`src/rtl/min_distance_sequencer.sv`:
```
// -----------------------------------------------------------------------------
// min_distance_sequencer
//
// Sequential minimum finder. Candidate distances arrive one per handshake. Each
// later candidate is compared against the running minimum with one 2-bit
// compare slice, which is reused MSB-first over W/2 cycles. The block keeps the
// smallest distance and its zero-based arrival index. It presents the winner
// once the candidate marked last has been resolved.
//
// Ports:
//   clk        rising-edge clock
//   rst_n      asynchronous, active-low reset
//   in_valid   candidate present
//   in_ready   block accepts a candidate this cycle (IDLE only)
//   in_dist    candidate distance, unsigned, W bits
//   in_last    candidate is the final one of the set
//   res_valid  result available (DONE)
//   res_ready  result consumed
//   res_dist   minimum distance of the set
//   res_idx    arrival index of the minimum, wraps modulo 2^IDX_W
//   busy       high in any state other than IDLE
//
// Configuration macro:
//   MIN_DISTANCE_SEQ_EARLY_EXIT_EN - when defined, the compare ends on the
//   first slice that differs, because the outcome is already fixed at that
//   point. Results are the same as the fixed-length compare; only latency
//   changes.
// -----------------------------------------------------------------------------
module min_distance_sequencer #(
    parameter int W     = 8,
    parameter int IDX_W = 4
) (
    input  logic             clk,
    input  logic             rst_n,
    input  logic             in_valid,
    output logic             in_ready,
    input  logic [W-1:0]     in_dist,
    input  logic             in_last,
    output logic             res_valid,
    input  logic             res_ready,
    output logic [W-1:0]     res_dist,
    output logic [IDX_W-1:0] res_idx,
    output logic             busy
);

    localparam int SLICES = W / 2;
    localparam int SL_W   = (SLICES > 1) ? $clog2(SLICES) : 1;

    localparam logic [1:0] S_IDLE = 2'd0;
    localparam logic [1:0] S_CMP  = 2'd1;
    localparam logic [1:0] S_DONE = 2'd2;

    logic [1:0]       state_q,      state_d;
    logic [W-1:0]     best_dist_q,  best_dist_d;
    logic [IDX_W-1:0] best_idx_q,   best_idx_d;
    logic             best_valid_q, best_valid_d;
    logic [W-1:0]     cand_dist_q,  cand_dist_d;
    logic [IDX_W-1:0] cand_idx_q,   cand_idx_d;
    logic             cand_last_q,  cand_last_d;
    logic [IDX_W-1:0] cnt_q,        cnt_d;
    logic             eq_q,         eq_d;
    logic             lt_q,         lt_d;
    logic [SL_W-1:0]  sl_q,         sl_d;

    logic [1:0] a_sl;
    logic [1:0] b_sl;
    logic       lt_next;
    logic       eq_next;
    logic       cmp_term;

    // Select the current 2-bit slice of candidate and best with constant
    // indices so every bit of both operands feeds the mux.
    always_comb begin
        a_sl = 2'b00;
        b_sl = 2'b00;
        for (int s = 0; s < SLICES; s++) begin
            if (sl_q == SL_W'(s)) begin
                a_sl = cand_dist_q[2*s +: 2];
                b_sl = best_dist_q[2*s +: 2];
            end
        end
    end

    // One MSB-first compare step: lt latches once a higher slice decided
    // candidate < best; eq stays high only while all slices so far matched.
    always_comb begin
        lt_next = (~a_sl[1] & b_sl[1] & eq_q)
                | (~a_sl[0] & b_sl[0] & (a_sl[1] ~^ b_sl[1]) & eq_q)
                | lt_q;
        eq_next = eq_q & (a_sl[1] ~^ b_sl[1]) & (a_sl[0] ~^ b_sl[0]);
`ifdef MIN_DISTANCE_SEQ_EARLY_EXIT_EN
        cmp_term = (sl_q == '0) || !eq_next;
`else
        cmp_term = (sl_q == '0);
`endif
    end

    always_comb begin
        state_d      = state_q;
        best_dist_d  = best_dist_q;
        best_idx_d   = best_idx_q;
        best_valid_d = best_valid_q;
        cand_dist_d  = cand_dist_q;
        cand_idx_d   = cand_idx_q;
        cand_last_d  = cand_last_q;
        cnt_d        = cnt_q;
        eq_d         = eq_q;
        lt_d         = lt_q;
        sl_d         = sl_q;

        case (state_q)
            S_IDLE: begin
                if (in_valid) begin
                    cnt_d = cnt_q + 1'b1;
                    if (!best_valid_q) begin
                        // First candidate of a set becomes the minimum directly.
                        best_dist_d  = in_dist;
                        best_idx_d   = cnt_q;
                        best_valid_d = 1'b1;
                        if (in_last) begin
                            state_d = S_DONE;
                        end
                    end else begin
                        cand_dist_d = in_dist;
                        cand_idx_d  = cnt_q;
                        cand_last_d = in_last;
                        eq_d        = 1'b1;
                        lt_d        = 1'b0;
                        sl_d        = SL_W'(SLICES - 1);
                        state_d     = S_CMP;
                    end
                end
            end

            S_CMP: begin
                eq_d = eq_next;
                lt_d = lt_next;
                sl_d = sl_q - 1'b1;
                if (cmp_term) begin
                    // Strict less-than only: ties keep the earlier candidate.
                    if (lt_next) begin
                        best_dist_d = cand_dist_q;
                        best_idx_d  = cand_idx_q;
                    end
                    state_d = cand_last_q ? S_DONE : S_IDLE;
                end
            end

            S_DONE: begin
                if (res_ready) begin
                    best_valid_d = 1'b0;
                    cnt_d        = '0;
                    state_d      = S_IDLE;
                end
            end

            default: begin
                state_d = S_IDLE;
            end
        endcase
    end

    always_ff @(posedge clk or negedge rst_n) begin
        if (!rst_n) begin
            state_q      <= S_IDLE;
            best_dist_q  <= '0;
            best_idx_q   <= '0;
            best_valid_q <= 1'b0;
            cand_dist_q  <= '0;
            cand_idx_q   <= '0;
            cand_last_q  <= 1'b0;
            cnt_q        <= '0;
            eq_q         <= 1'b0;
            lt_q         <= 1'b0;
            sl_q         <= '0;
        end else begin
            state_q      <= state_d;
            best_dist_q  <= best_dist_d;
            best_idx_q   <= best_idx_d;
            best_valid_q <= best_valid_d;
            cand_dist_q  <= cand_dist_d;
            cand_idx_q   <= cand_idx_d;
            cand_last_q  <= cand_last_d;
            cnt_q        <= cnt_d;
            eq_q         <= eq_d;
            lt_q         <= lt_d;
            sl_q         <= sl_d;
        end
    end

    assign in_ready  = (state_q == S_IDLE);
    assign res_valid = (state_q == S_DONE);
    assign busy      = (state_q != S_IDLE);
    assign res_dist  = (state_q == S_DONE) ? best_dist_q : '0;
    assign res_idx   = (state_q == S_DONE) ? best_idx_q  : '0;

endmodule

```
`config.mk`:
```
export PLATFORM = sky130hd
export DESIGN_NAME = min_distance_sequencer
export DESIGN_NICKNAME = d
export VERILOG_FILES = /design/src/rtl/min_distance_sequencer.sv
export SDC_FILE = /design/constraint.sdc
export NUM_CORES = 1
export LEC_CHECK = 0
export CAP_MARGIN = 20
export CORE_MARGIN = 5
export CORE_UTILIZATION = 30
export CTS_CLUSTER_SIZE = 20
export DETAILED_ROUTE_END_ITERATION = 7
export PLACE_DENSITY_LB_ADDON = 0.12
export SLEW_MARGIN = 20
export SYNTH_ARGS = -nofsm -noshare
export SYNTH_HDL_FRONTEND = slang
export SYNTH_SLANG_ARGS = --single-unit
```
`constraint.sdc`:
```
create_clock -name clk -period 3.1 [get_ports clk]
set_input_delay 0.31 -clock clk [delete_from_list [all_inputs] [get_ports clk]]
set_output_delay 0.31 -clock clk [all_outputs]
set_load 0.02 [all_outputs]
```
==> results of run 1 <==
-- power groups by stage --
| stage | combinational [µW] | clock, µW | sequential (µW) |
|---|---|---|---|
| finish | 1150 | 346 | 946 |
| global route | 1290 | 380 | 981 |
| CTS | 1170 | 356 | 948 |
| detailed placement | 1160 | 0 | 959 |
| global placement | 1150 | 0 | 963 |
| floorplan | 932 | 0 | 845 |
-- critical path, cell delays in order, from the launching register on --
cell	delay [ns]
dfrtp_1	0.43
inv_1	0.11
ha_1	0.31
nand3b_1	0.12
a21oi_1	0.14
a21oi_1	0.05
o21ai_0	0.18
ha_1	0.18
a21o_1	0.13
nand3_1	0.39
o221ai_1	0.39
a2bb2oi_2	0.09
-- cell families (layout without fill, tap and decap cells) --
group / Yosys count / in the layout / synth area share, %
compound gates: 60 / 60 / 23.6
fa+ha+maj: 7 / 7 / 4.30
buf+inv: 23 / 48 / 5.09
flops: 36 / 36 / 44.2
mux: 14 / 14 / 7.67
simple gates: 56 / 56 / 15.1
-- stage by stage --
step           hold slack, ns  total power, µW  instance area (µm²)  utilization [%]
2_1_floorplan          0.0144             1780                 2040                -
3_3_place_gp            0.466             2120                 2360             35.1
3_5_place_dp            0.470             2120                 2360             35.1
4_1_cts                 0.158             2470                 2450             36.5
5_1_grt                 0.202             2650                 2450             36.5
6_report                0.117             2440                 2450             36.5
-- synthesized netlist by cell type (2+ instances only) --
master      n
nor2b_1     2
ha_1        7
o221ai_1   12
nand3_1     3
nand2_1    12
buf_2       2
nor2_1      8
mux2_1     13
or3_1      10
a2bb2oi_2  10
buf_4       2
inv_1       9
a21o_1      2
dfrtp_1    36
a2bb2oi_1   2
and2_1     12
nor3_1      2
o21ai_0    10
o22ai_1     2
a22oi_1     3
clkbuf_1    7
a21oi_1    15
nand3b_1    2
-- final timing paths --
path,start,end,slack (ns),cells after the start
max,sl_q[0],best_idx_q[3],0.45,11
min,rst_n,best_dist_q[1],0.12,1
min reg2reg,cand_last_q,cand_last_q,0.49,1
min in group clk,cand_last_q,cand_last_q,0.49,1
max reg2reg,sl_q[0],best_idx_q[3],0.45,11
max in group asynchronous,rst_n,cnt_q[2],2.45,1
-- routing by layer --
| layer | global-route usage (%) | vias up | wire length [µm] |
|---|---|---|---|
| li1 | - | 773 | - |
| met1 | 16.5 | 751 | 2300 |
| met2 | 19.9 | 36 | 2380 |
| met3 | 3.17 | 10 | 218 |
| met4 | 4.33 | 0 | 85 |
| met5 | 0 | - | 0 |
-- final cells by class --
cell class	instances	area share (%)
clock buffers	8	3.68
well taps	80	4.09
multi-input cells	137	42.2
flip-flops and latches	36	36.8
repair buffers	30	11.7
inverters	10	1.53
-- sequential cells by signal, indices dropped and copies added (netlist names) --
name and flops:
best_idx_q 4, cand_last_q 1, cnt_q 4, eq_q 1, lt_q 1, best_valid_q 1, cand_idx_q 4, sl_q 2
cand_dist_q 8, best_dist_q 8, state_q 2
==> impl_metrics.yaml, run 1 <==
outcome:
  status: "finished, final reports clean"
sta:
  fmax_mhz: 377
  drv_slew: 0
  finalSetupTns_ns: 0
  relSlewSlack_pct: 44.8
  post-route-period-util_pct: 85.6
  fin_skew_ns: 0.00661
  finalCriticalPeriod_ns: 2.65
  worstMarginPinSlew_ns: 0.828
  setup_viol: 0
  hold_violations: 0
  layout_setup_ws_ns: 0.445
  grt_setup_unrepaired: "false"
global_route:
  track_usage_pct: 12.5
  grt_pass1_vias: 1583
  grt_max_degree: 37
  grt_pass1_wl_mm: 8.42
  grt_overflow: 0
  grt_antenna_before_repair: 0
finish:
  fillers: 666
  regArea_um2: 901
  instances_no_fill: 301
  area_growth_pct: 20.2
  n_antenna_cell: 0
  multi_input_area_um2: 1030
  fin_nets: 240
  final_cell_mix: "dfrtp_1, clkdlybuf4s50_1, a21oi_1"
  drive_gt1_share_pct: 10.9
  final_common_cell: "dfrtp_1"
power:
  power.switching_uw: 1010
  internal_power_uw: 1430
  combPwrFrac_pct: 47.1
  p_sw_share_pct: 41.4
  power_density_nw_per_um2: 997
  seq_power_share_pct: 38.7
  leakagePower_uw: 0.000983
  ir_drop_mv: 0.388
  clock_power_share_pct: 14.2
drt:
  num_vias: 1570
  drc: 0
  drt-vias-per-instance: 5.22
  wl_mm: 4.99
  drt_iter0_markers: 79
  wl_per_cell_um: 16.6
  firstDrtPassIters: 4
  ant_nets: 0
place:
  dpl.hpwl_mm: 3.54
  pre_cts_slack_ns: 0.468
  place_congestion: 0.869
  dp.cells: 293
  port_buffers: 27
clock_network:
  clk_pin_slew_worst_paths_ns: 0.07
  cts-buffers-inserted: 5
  ctsHoldBuffers: 0
  clock-sinks: 36
  post_cts_buffers: 0
  cts_tree: "built"
  worst_skew_pair.late_latency_ns: 0.29
  cts_max_level: 2
  root_buffer: "clkbuf_8"
  clock_path_buffers: 2
  post_cts_resized: 0
synthesis:
  synth_area_um2: 2040
  synth_largest_type_area_fraction_pct: 44.2
  yosysTopAreaCell: "dfrtp_1"
  yosys_warnings: 0
  syn_nets: 216
  postSynth.asyncResetShare_pct: 100
  ys.flop_type: "dfrtp_1"
  yosysUniqueCellTypes: 36
  synthCells: 196
  ys_ff_latch: 36
  yosys-top-cells-area: "dfrtp_1, a2bb2oi_2, mux2_1"
  avgSynthCellArea_um2: 10.4
  ys_seq_area_share_pct: 44.2
  synth_edf_count: 0
floorplan:
  die-width_um: 92.4
  rows: 30
  chipHeight_um: 92.4
  dieArea_um2: 8540
  core_um2: 6720
  ios: 28
  initial_core_util_pct: 30.3
worst_setup_path:
  cp.arrival_ns: 2.81
  path_max_fanout: 13
  criticalPathCategory: "reg -> reg"
  required_ns: 3.25
  cp-end-kind: "register"
  start_kind: "register"
worst_hold_path:
  hp-class: "in -> async"
job:
  maxCapViolCount: 0
(Power assumes the default switching activity.)
==> inputs of run 2 (changes only) <==
CORE_UTILIZATION = 62   (was 30)
DONT_BUFFER_PORTS = 1   (was not set)
==> run 2 against run 1 <==
  * Die area fell by 47%
  * Clock power fell by 22%
  * Clock skew rose by 0.0036 ns
  * Power fell by 6.4%
  * Combinational power fell by 7%
  * Final cell count fell by 21%
  * Sequential cell count did not move
  * Sequential power barely moved
  * Utilization rose by 32 points
  * Global-route usage rose by 9.9 points
  * Highest routed layer unchanged
==> impl_metrics.yaml, run 2 (same netlist as run 1, synthesis figures left out) <==
clock_network:
  worst_skew_pair.late_latency_ns: 0.35
  cts_tree: "built"
  post_cts_resized: 0
  cts_max_level: 2
  clock-sinks: 36
  cts-buffers-inserted: 5
  clk_pin_slew_worst_paths_ns: 0.11
  ctsHoldBuffers: 2
  root_buffer: "clkbuf_4"
  post_cts_buffers: 0
  clock_path_buffers: 2
finish:
  final_common_cell: "dfrtp_1"
  fillers: 270
  fin_nets: 214
  final_cell_mix: "dfrtp_1, a21oi_1, mux2_1"
  n_antenna_cell: 0
  fin_util_pct: 68.8
  area_growth_pct: 4.67
  top_regs: "best_dist_q (8), cand_dist_q (8)"
  drive_gt1_share_pct: 12.8
drt:
  drt_iter0_markers: 145
  num_vias: 1510
  wl_per_cell_um: 18.5
  drt-vias-per-instance: 6.32
  wl_mm: 4.43
  firstDrtPassIters: 4
  ant_nets: 0
  drc: 0
power:
  p_sw_share_pct: 43.6
  combPwrFrac_pct: 46.9
  ir_drop_mv: 0.572
  seq_power_share_pct: 41.3
  clock_power_share_pct: 11.8
  power_density_nw_per_um2: 1070
  leakagePower_uw: 0.000885
  internal_power_uw: 1290
  power.switching_uw: 996
  p_total_uw: 2290
place:
  pre_cts_slack_ns: 0.452
  port_buffers: 0
  dpl.hpwl_mm: 3.17
  place_congestion: 0.892
sta:
  relSlewSlack_pct: 62.1
  setup_viol: 0
  hold_violations: 0
  drv_slew: 0
  fmax_mhz: 377
  worstMarginPinSlew_ns: 0.566
  fin_skew_ns: 0.0102
  grt_setup_unrepaired: "false"
  finalSetupTns_ns: 0
  layout_setup_ws_ns: 0.449
  post-route-period-util_pct: 85.5
  finalCriticalPeriod_ns: 2.65
worst_setup_path:
  criticalPathCategory: "reg -> reg"
  r2r_cells: 11
  rr_startpoint: "sl_q[0]"
  start_kind: "register"
  r2r_slack_ns: 0.45
  cpMaxStageDelayCell: "dfrtp_1"
  timing.rr.end: "best_dist_q[5]"
  cp-end-kind: "register"
  required_ns: 3.32
  slowest_delay_ns: 0.44
  path_max_fanout: 13
  path_cells: "inv_1 > ha_1 > nand3b_1 > a21oi_1 > a21oi_1 > o21ai_0 > ha_1 > a21o_1 > nand3_1 > o221ai_1 > a2bb2oi_2"
  cp.arrival_ns: 2.87
floorplan:
  dieArea_um2: 4530
  initial_core_util_pct: 65.7
  rows: 20
  ios: 28
  chipHeight_um: 67.3
  die-width_um: 67.3
  core_um2: 3100
outcome:
  status: "finished, final reports clean"
job:
  maxCapViolCount: 0
global_route:
  grt_pass1_vias: 1508
  grt_max_degree: 37
  grt_pass1_wl_mm: 7.56
  grt_overflow: 0
  grt_antenna_before_repair: 0
  track_usage_pct: 22.4
worst_hold_path:
  hold_depth: 1
  hold_start: "in_dist[2]"
  hp-class: "in -> reg"
  min_to: "cand_dist_q[2]"
## run 2: final cells by class
cell class,count,area [µm²],area share [%]
repair buffers,4,45.0,2.11
flip-flops and latches,36,901,42.2
clock buffers,6,51.3,2.40
inverters,10,37.5,1.76
clock inverters,2,10.0,0.469
well taps,44,55.1,2.58
multi-input cells,137,1030,48.4
## run 2: worst max path at each step
stage	start	cells past startpoint	end	slack, ns
final	sl_q[0]	11	best_dist_q[5]	0.45
after global routing	sl_q[1]	11	best_dist_q[7]	0.18
after CTS	sl_q[0]	11	best_dist_q[5]	0.44
after detailed placement	sl_q[0]	11	best_dist_q[5]	0.45
after global placement	sl_q[1]	11	best_dist_q[5]	0.59
after floorplan	sl_q[0]	11	best_dist_q[0]	0.76
## run 2: stage by stage
stage / hold slack (ns) / instance area, µm² / instances
global route: 0.0836 / 2130 / 239
floorplan: 0.0144 / 2040 / 196
detailed placement: 0.0154 / 2040 / 229
CTS: 0.0870 / 2130 / 239
finish: 0.0925 / 2130 / 239
global placement: 0.0153 / 2040 / 229
## run 2: worst max-delay path: cells and delay by family (launching register included)
kind                     cells  cell delay (ns)
buffers and inverters        1             0.10
AND/OR/NAND/NOR              2             0.51
flip-flops                   1             0.44
adder cells (fa/ha/maj)      2             0.60
AO/OA/AOI/OAI                6             0.89
## run 2: power by group through the flow
stage | Combinational [µW] | Clock (µW) | Sequential, µW
final | 1070 | 269 | 944
after global routing | 1210 | 296 | 981
after CTS | 1080 | 274 | 937
after detailed placement | 1060 | 0 | 949
after global placement | 1010 | 0 | 933
after floorplan | 932 | 0 | 845
## run 2: layer usage
layer	share of wire, %	track usage (%)	up-vias
li1	-	-	714
met1	44	30.3	734
met2	46	35.6	56
met3	8.3	6.49	6
met4	1.1	5.32	0
met5	0	0	-
